File: config.mk
export PLATFORM = sky130hd
export DESIGN_NAME = tcad_cfg_loader
export DESIGN_NICKNAME = d
export VERILOG_FILES = /design/src/rtl/tcad_cfg_loader.sv
export SDC_FILE = /design/constraint.sdc
export NUM_CORES = 1
export LEC_CHECK = 0
export ABC_CLOCK_PERIOD_IN_PS = 6800
export CORE_MARGIN = 2
export CORE_UTILIZATION = 59
export CTS_BUF_LIST = sky130_fd_sc_hd__clkbuf_16
export DETAILED_ROUTE_END_ITERATION = 7
export PLACE_DENSITY = 0.88
export SLEW_MARGIN = 20
export SYNTH_ARGS = -nofsm -noshare
export SYNTH_HDL_FRONTEND = slang
export SYNTH_SLANG_ARGS = --single-unit
export TNS_END_PERCENT = 1
File: constraint.sdc
create_clock -name clk -period 6.8 [get_ports clk]
set_input_delay 1.36 -clock clk [delete_from_list [all_inputs] [get_ports clk]]
set_output_delay 1.36 -clock clk [all_outputs]
set_load 0.01 [all_outputs]
File: src/rtl/tcad_cfg_loader.sv
// Host-side command sequencer: parses a headered 32-bit word stream into full-width
// host_controller frames, ex_bus words and the init/run/done controls for the array top.
module tcad_cfg_loader #(
  parameter int WORD_W = 32,
  parameter int HC_W   = 256,
  parameter int EX_W   = 64
) (
  input  logic              clk,
  input  logic              rst,
  input  logic              in_valid,
  output logic              in_ready,
  input  logic [WORD_W-1:0] in_data,
  output logic [HC_W-1:0]   host_controller,
  output logic [EX_W-1:0]   ex_bus,
  output logic              init,
  output logic              ex_strobe,
  output logic              run,
  output logic              done,
  output logic              busy,
  output logic              err
);

  localparam int CFG_BEATS = HC_W / WORD_W;
  localparam int EX_BEATS  = EX_W / WORD_W;
  localparam int MAX_BEATS = (CFG_BEATS > EX_BEATS) ? CFG_BEATS : EX_BEATS;
  localparam int BEAT_W    = $clog2(MAX_BEATS) + 1;

  typedef enum logic [2:0] {
    S_IDLE,
    S_CFG,
    S_DATA,
    S_RUN,
    S_DONE
  } state_t;

  state_t r_state;
  state_t w_nextState;

  logic [BEAT_W-1:0]      r_beat;
  logic [15:0]            r_left;
  logic [HC_W-WORD_W-1:0] r_cfgShadow;
  logic [EX_W-WORD_W-1:0] r_exShadow;
  logic [HC_W-1:0]        r_hc;
  logic [EX_W-1:0]        r_ex;
  logic                   r_init;
  logic                   r_exStrobe;
  logic                   r_err;

  logic        w_xfer;
  logic [3:0]  w_opcode;
  logic [15:0] w_cnt;
  logic        w_cfgLast;
  logic        w_exLast;
  logic        w_legalOp;

  assign in_ready  = (r_state == S_IDLE) || (r_state == S_CFG) || (r_state == S_DATA);
  assign w_xfer    = in_valid && in_ready;
  assign w_opcode  = in_data[31:28];
  assign w_cnt     = in_data[15:0];
  assign w_legalOp = (w_opcode == 4'h1) || (w_opcode == 4'h2) || (w_opcode == 4'h3);
  assign w_cfgLast = (r_state == S_CFG) && w_xfer && (r_beat == BEAT_W'(CFG_BEATS - 1));
  assign w_exLast  = (r_state == S_DATA) && w_xfer && (r_beat == BEAT_W'(EX_BEATS - 1));

  always_ff @(posedge clk or negedge rst) begin
    if (!rst) begin
      r_state <= S_IDLE;
    end else begin
      r_state <= w_nextState;
    end
  end

  always_comb begin
    w_nextState = r_state;
    case (r_state)
      S_IDLE: begin
        if (w_xfer) begin
          case (w_opcode)
            4'h1: if (w_cnt != 16'd0) w_nextState = S_CFG;
            4'h2: if (w_cnt != 16'd0) w_nextState = S_DATA;
            4'h3: w_nextState = (w_cnt != 16'd0) ? S_RUN : S_DONE;
            default: w_nextState = S_IDLE;
          endcase
        end
      end
      S_CFG:  if (w_cfgLast && (r_left == 16'd1)) w_nextState = S_IDLE;
      S_DATA: if (w_exLast && (r_left == 16'd1)) w_nextState = S_IDLE;
      S_RUN:  if (r_left == 16'd1) w_nextState = S_DONE;
      S_DONE: w_nextState = S_IDLE;
      default: w_nextState = S_IDLE;
    endcase
  end

  // Shadow registers collect all but the last beat; the last beat commits the whole
  // word in one edge so the outputs never expose a partially assembled frame.
  always_ff @(posedge clk or negedge rst) begin
    if (!rst) begin
      r_beat      <= '0;
      r_left      <= '0;
      r_cfgShadow <= '0;
      r_exShadow  <= '0;
      r_hc        <= '0;
      r_ex        <= '0;
      r_init      <= 1'b0;
      r_exStrobe  <= 1'b0;
      r_err       <= 1'b0;
    end else begin
      r_init     <= w_cfgLast;
      r_exStrobe <= w_exLast;
      case (r_state)
        S_IDLE: begin
          if (w_xfer) begin
            r_beat <= '0;
            r_left <= w_cnt;
            if (!w_legalOp) r_err <= 1'b1;
          end
        end
        S_CFG: begin
          if (w_cfgLast) begin
            r_hc   <= {in_data, r_cfgShadow};
            r_beat <= '0;
            r_left <= r_left - 16'd1;
          end else if (w_xfer) begin
            r_cfgShadow[r_beat*WORD_W +: WORD_W] <= in_data;
            r_beat <= r_beat + BEAT_W'(1);
          end
        end
        S_DATA: begin
          if (w_exLast) begin
            r_ex   <= {in_data, r_exShadow};
            r_beat <= '0;
            r_left <= r_left - 16'd1;
          end else if (w_xfer) begin
            r_exShadow[r_beat*WORD_W +: WORD_W] <= in_data;
            r_beat <= r_beat + BEAT_W'(1);
          end
        end
        S_RUN: r_left <= r_left - 16'd1;
        default: begin
        end
      endcase
    end
  end

  assign host_controller = r_hc;
  assign ex_bus          = r_ex;
  assign init            = r_init;
  assign ex_strobe       = r_exStrobe;
  assign run             = (r_state == S_RUN);
  assign done            = (r_state == S_DONE);
  assign busy            = (r_state != S_IDLE);
  assign err             = r_err;

endmodule

==> results.py, run 1 <==
metrics = {
    "clock_network": {
        "clockRootBuffer": "clkbuf_16",
        "clk_pin_slew_ns": 0.06,
        "cts_resized": 0,
        "cts_inserted_buffers": 58,
        "cts_buffer_depth": 3,
        "clock_latency_ns": 0.61,
        "h-tree-depth": 2,
        "cts_sinks": 602,
        "post_cts_buffers": 0,
        "cts_tree": "done",
        "hold_buffers": 0,
    },
    "placed_design": {
        "hpwlAfterDp_um": 43900,
        "pre_cts_slack_ns": 2.07,
        "port-buffer-count": 361,
        "dpl_cell_area_sq_um": 28800,
        "gp_congestion": 0.886,
    },
    "power_and_ir_drop": {
        "peakVddDrop_v": 0.000294,
        "internal-power_w": 0.00676,
        "powerDensity_nw_per_um2": 322,
        "sw_frac_of_total_pct": 31.2,
        "leakage_nw": 15.3,
        "p_seq_share_pct": 44.8,
        "pwr-share-clk_pct": 30.7,
        "p_switching_w": 0.00307,
        "p_comb_share_pct": 24.5,
    },
    "sta": {
        "fmax_ghz": 0.230,
        "worstMarginPinSlew_ns": 1.22,
        "finalHoldViolations": 0,
        "clock_skew_ns": 0.0181,
        "relSlewSlack_pct": 18.7,
        "report.final.slew_viol_count": 0,
        "finalSetupViolations": 0,
        "fin_setup_tns_ns": 0,
        "fin_ws_ns": 2.45,
        "rsz0062_at_grt": "no",
        "finalCritPeriodShare_pct": 64.0,
        "min_period_ns": 4.35,
    },
    "logic_synthesis": {
        "synthTopCellsByArea": "dfrtp_1 (61%), nand2_1 (13%), mux2_2 (8.7%)",
        "synth_top_area_share_pct": 60.8,
        "yosysSeqAreaShare_pct": 60.8,
        "synth_cell_types": 59,
        "synth_top_cell_by_area": "dfrtp_1",
        "synthAdderAreaFrac_pct": 0.404,
        "synth-edff-count": 0,
        "syn-cell-area_sq_um": 24800,
        "synthXorXnorAreaFrac_pct": 0.207,
        "async_reset_ff_share_pct": 100,
        "synth_top_family_by_area": "simple AND/OR/NAND/NOR gates",
        "synthFlopType": "dfrtp_1",
        "ys_seq_elements": 602,
        "netlist_instances": 2331,
        "yosys_warnings": 0,
        "synth_compound_area_share_pct": 3.59,
        "synth_nets": 2374,
        "synth_simple_gate_area_share_pct": 17.8,
        "syn_area_per_cell_sq_um": 10.6,
        "synth.area.mux_share_pct": 13.3,
    },
    "drt": {
        "firstDrtPassIters": 8,
        "wirelength_um": 71400,
        "drtAntennaViolNets": 0,
        "drtIter0Drc": 1985,
        "via_per_inst": 5.78,
        "wl_per_cell_um": 22.3,
        "via_count": 18500,
        "drc": 0,
    },
    "floorplan": {
        "die_h_um": 209,
        "placementRows": 75,
        "dieArea_sq_um": 43700,
        "io_pins": 362,
        "core_area_sq_um": 41700,
        "fp.dieW_um": 209,
        "initial_utilization_pct": 59.5,
    },
    "finish": {
        "drive_gt1_share_pct": 13.3,
        "syn2layout_area_growth_pct": 23.2,
        "mostFrequentLayoutCell": "nand2_1",
        "layout_common_cells": "nand2_1 (873), dfrtp_1 (602), clkdlybuf4s50_1 (360)",
        "final_nets": 2667,
        "fillCellCount": 2803,
        "final_area_sq_um": 30500,
    },
    "worst_hold_path": {
        "hold_path_class": "reg -> reg",
    },
    "worst_setup_path": {
        "crit_path_frequent_cell": "buf_4",
        "crit_family": "simple AND/OR/NAND/NOR gates",
        "start_kind": "flip-flop",
        "critPathKind": "reg -> reg",
        "endpoint_kind": "flip-flop",
        "cp_max_fo": 34,
        "required_ns": 7.32,
        "crit_buf_inv": 3,
        "crit_slowest_cell": "nor2_4",
        "max_stage_delay_ns": 0.81,
        "arrival_ns": 4.87,
        "r2r_setup_slack_ns": 2.45,
        "path_cells": "inv_1 > ha_1 > nor2_4 > and3_1 > buf_4 > nor4b_4 > buf_4 > mux2i_1",
    },
    "global_route": {
        "grt_overflow": 0,
        "grt_pass1_vias": 18800,
        "grt_first_pass_wirelength_um": 110000,
        "antenna_found_initial": 3,
        "grt_max_degree": 206,
        "grt_usage_pct": 33.0,
    },
    "job": {
        "maxCapViolations": 0,
    },
    "status": {
        "run_status": "finished clean",
    },
}
-- cell families (layout without fill, tap and decap cells) --
kind of cell / count (synthesis) / count (layout)
AND/OR/NAND/NOR: 1062 / 1062
other: 0 / 1
AO/OA/AOI/OAI: 133 / 133
buffers and inverters: 230 / 565
flip-flops: 602 / 602
adder cells (fa/ha/maj): 8 / 8
XOR/XNOR: 5 / 5
multiplexers: 291 / 291
-- power by group through the flow --
stage               combinational [W]  sequential, W  clock, W
floorplan                     0.00133        0.00443         0
global placement              0.00226        0.00441         0
detailed placement            0.00238        0.00444         0
CTS                           0.00240        0.00439   0.00305
global route                  0.00261        0.00445   0.00320
finish                        0.00241        0.00440   0.00302
-- per-layer routing --
layer,part of all wire (%),vias up,global-route usage (%)
li1,-,8124,-
met1,40,9329,45.0
met2,46,862,51.3
met3,8.3,212,6.04
met4,5.3,2,16.7
met5,0.021,-,0
-- state kept, by name, indices dropped and copies added (netlist names) --
register,flops
err,1
ex_bus,64
ex_strobe,1
host_controller,256
init,1
r_beat,4
r_cfgShadow,224
r_exShadow,32
r_left,16
r_state,3
-- worst paths after layout --
| check | from | end | depth (start not counted) |
|---|---|---|---|
| max | r_beat[0] | r_cfgShadow[20] | 8 |
| min | r_cfgShadow[69] | host_controller[69] | 2 |
| max reg2reg | r_beat[0] | r_cfgShadow[20] | 8 |
| min reg2reg | r_cfgShadow[69] | host_controller[69] | 2 |
| max in group asynchronous | rst | r_cfgShadow[23] | 2 |
| min in group asynchronous | rst | ex_bus[54] | 1 |
-- Yosys cell counts (2+ instances only) --
| master | count |
|---|---|
| mux2_4 | 30 |
| xnor2_1 | 2 |
| nand3_1 | 9 |
| o22ai_1 | 6 |
| and3_1 | 41 |
| ha_1 | 8 |
| inv_1 | 74 |
| a32oi_1 | 3 |
| nor4_1 | 6 |
| a31oi_1 | 3 |
| mux2i_1 | 65 |
| a21oi_1 | 12 |
| clkbuf_1 | 113 |
| xor2_1 | 2 |
| buf_2 | 28 |
| nor2_1 | 23 |
| nor3b_2 | 2 |
| a2bb2oi_1 | 5 |
| buf_6 | 5 |
| buf_4 | 3 |
| o311ai_0 | 3 |
| buf_1 | 6 |
| mux2_2 | 192 |
| mux2_1 | 4 |
| o21bai_1 | 2 |
| nor3b_1 | 2 |
| dfrtp_1 | 602 |
| nand2b_1 | 5 |
| nand2_1 | 875 |
| nor3_1 | 13 |
| and2_1 | 68 |
| nand4_1 | 8 |
| o31ai_1 | 36 |
| o211ai_1 | 3 |
| o21ai_0 | 44 |
| a211oi_1 | 5 |
-- cell type report --
cell class / instances / area [sq um] / area share, %
multi-input combinational: 1499 / 8870 / 29.0
tap: 539 / 674 / 2.21
clock buffer: 61 / 1530 / 5.00
clock inverter: 41 / 221 / 0.725
timing repair buffer: 388 / 3880 / 12.7
sequential: 602 / 15100 / 49.3
antenna: 1 / 2.50 / 0.00820
inverter: 75 / 294 / 0.963
-- tightest hold or removal path: stages (launching register included) --
cell	delay, ns
dfrtp_1	0.34
nand2_1	0.05
nand2_1	0.04
-- through the flow --
| stage | utilization (%) | instances | hold WS [ns] | total power (W) |
|---|---|---|---|---|
| final | 73.3 | 3206 | 0.454 | 0.00983 |
| after global routing | 73.3 | 3205 | 0.483 | 0.0103 |
| after CTS | 73.2 | 3205 | 0.462 | 0.00984 |
| after detailed placement | 69.0 | 3103 | 0.446 | 0.00682 |
| after global placement | 69.0 | 3102 | 0.441 | 0.00667 |
| after floorplan | - | 2331 | 0.432 | 0.00575 |
Power figures use the tool's default switching activity.
==> inputs of run 2 (changes only) <==
ABC_CLOCK_PERIOD_IN_PS = 4400   (was 6800)
CORE_UTILIZATION = 54   (was 59)
PLACE_DENSITY = 0.81   (was 0.88)
clock period = 4.4 ns   (was 6.8 ns; I/O delays follow)
==> results.py, run 2 (synthesized netlist as in run 1, its figures left out) <==
metrics = {
    "worst_hold_path": {
        "hold_path_class": "in -> async",
    },
    "clock_network": {
        "cts_tree": "done",
        "cts_buffer_depth": 3,
        "h-tree-depth": 2,
        "hold_buffers": 0,
        "cts_resized": 0,
        "clockRootBuffer": "clkbuf_16",
        "clock_latency_ns": 0.61,
        "cts_sinks": 602,
        "post_cts_buffers": 0,
        "clk_pin_slew_ns": 0.07,
        "cts_inserted_buffers": 58,
    },
    "global_route": {
        "grt_pass1_vias": 18700,
        "grt_max_degree": 257,
        "grt_usage_pct": 30.7,
        "grt_overflow": 0,
        "antenna_found_initial": 15,
        "grt_first_pass_wirelength_um": 111000,
    },
    "power_and_ir_drop": {
        "pwr-share-clk_pct": 31.0,
        "p_seq_share_pct": 44.3,
        "sw_frac_of_total_pct": 31.2,
        "powerDensity_nw_per_um2": 497,
        "leakage_nw": 15.4,
        "peakVddDrop_v": 0.000437,
        "internal-power_w": 0.0105,
        "p_comb_share_pct": 24.8,
        "p_switching_w": 0.00478,
    },
    "sta": {
        "finalHoldViolations": 0,
        "worstMarginPinSlew_ns": 1.15,
        "rsz0062_at_grt": "no",
        "fmax_ghz": 0.297,
        "finalSetupViolations": 0,
        "finalCritPeriodShare_pct": 76.6,
        "min_period_ns": 3.37,
        "relSlewSlack_pct": 23.4,
        "fin_setup_tns_ns": 0,
        "clock_skew_ns": 0.0182,
        "report.final.slew_viol_count": 0,
    },
    "floorplan": {
        "fp.dieW_um": 218,
        "core_area_sq_um": 45400,
        "dieArea_sq_um": 47600,
        "placementRows": 78,
        "initial_utilization_pct": 54.6,
        "die_h_um": 218,
        "io_pins": 362,
    },
    "worst_setup_path": {
        "reg2reg_depth": 8,
        "cp-endpoint": "r_exShadow[21]",
        "r2r_start": "r_beat[0]",
        "cp-startpoint": "r_beat[0]",
        "required_ns": 4.92,
        "critPathKind": "reg -> reg",
        "start_kind": "flip-flop",
        "endpoint_kind": "flip-flop",
        "r2r-end": "r_exShadow[21]",
        "arrival_ns": 3.89,
        "cp_max_fo": 33,
        "r2r_setup_slack_ns": 1.03,
    },
    "drt": {
        "drc": 0,
        "wl_per_cell_um": 22.0,
        "wirelength_um": 72600,
        "via_per_inst": 5.64,
        "drtIter0Drc": 1671,
        "via_count": 18600,
        "drtAntennaViolNets": 0,
        "firstDrtPassIters": 7,
    },
    "status": {
        "run_status": "finished clean",
    },
    "job": {
        "maxCapViolations": 0,
    },
    "finish": {
        "final_nets": 2686,
        "mostFrequentLayoutCell": "nand2_1",
        "largest_register_ff_count": 256,
        "seqCellArea_sq_um": 15100,
        "fillCellCount": 3291,
        "syn2layout_area_growth_pct": 24.5,
        "finish.utilization_pct": 68.0,
        "multiInputGateArea_sq_um": 8860,
        "drive_gt1_share_pct": 13.8,
        "layout_common_cells": "nand2_1 (873), dfrtp_1 (602), clkdlybuf4s50_1 (360)",
    },
    "placed_design": {
        "hpwlAfterDp_um": 45300,
        "gp_congestion": 0.894,
        "port-buffer-count": 361,
    },
}
-- run 2: cell count changes in the layout (fill, tap and decap cells not counted), sizes merged --
cell and change:
diode +6, bufinv +2, inv +5, clkbuf -2, clkinv -5, clkinvlp +1
buf +19
-- run 2: worst min path at each step --
stage          slack [ns]                   end             start  depth (start not counted)
4_1_cts              0.37            ex_bus[47]               rst                          1
6_report             0.33            ex_bus[47]               rst                          1
2_1_floorplan        0.43   host_controller[82]   r_cfgShadow[82]                          2
3_3_place_gp         0.44  host_controller[108]  r_cfgShadow[108]                          2
3_5_place_dp         0.45   host_controller[92]   r_cfgShadow[92]                          2
5_1_grt              0.42            ex_bus[47]               rst                          1
-- run 2: power by group through the flow --
| stage | clock network, W | logic (W) | registers [W] |
|---|---|---|---|
| finish | 0.00474 | 0.00379 | 0.00678 |
| floorplan | 0 | 0.00205 | 0.00684 |
| global placement | 0 | 0.00362 | 0.00681 |
| global route | 0.00505 | 0.00412 | 0.00686 |
| detailed placement | 0 | 0.00376 | 0.00685 |
| CTS | 0.00481 | 0.00378 | 0.00677 |
-- run 2: stage by stage --
step                      total power, W  setup WS, ns  cells  area, sq um  hold slack [ns]
after floorplan                  0.00889          1.69   2331        24800            0.432
after global placement            0.0104         0.783   3182        29000            0.443
after detailed placement          0.0106         0.770   3182        29000            0.449
after CTS                         0.0154         0.830   3285        30800            0.369
after global routing              0.0160         0.829   3286        30800            0.419
final                             0.0153          1.03   3293        30900            0.332
-- run 2: layout make-up --
class                   count  share of cell area [%]
diodes                      7                  0.0568
clock buffers              59                    4.78
clock inverters            44                   0.965
inverters                  75                   0.937
multi-input cells        1499                    28.7
flip-flops and latches    602                    48.8
well taps                 600                    2.43
repair buffers            407                    13.3
-- run 2: per-layer routing --
metal / wire length (um) / track usage [%]
met1: 29400 / 41.1
met3: 5630 / 5.96
met4: 3200 / 13.7
met5: 0 / 0
met2: 34400 / 49.1
-- run 2: critical path, cell delays in order, from the launching register on --
cell	delay, ns
dfrtp_1	0.69
inv_1	0.19
ha_1	0.47
nor2_4	0.13
and3_2	0.20
buf_4	0.35
o2111a_2	0.69
buf_4	0.31
mux2i_1	0.24
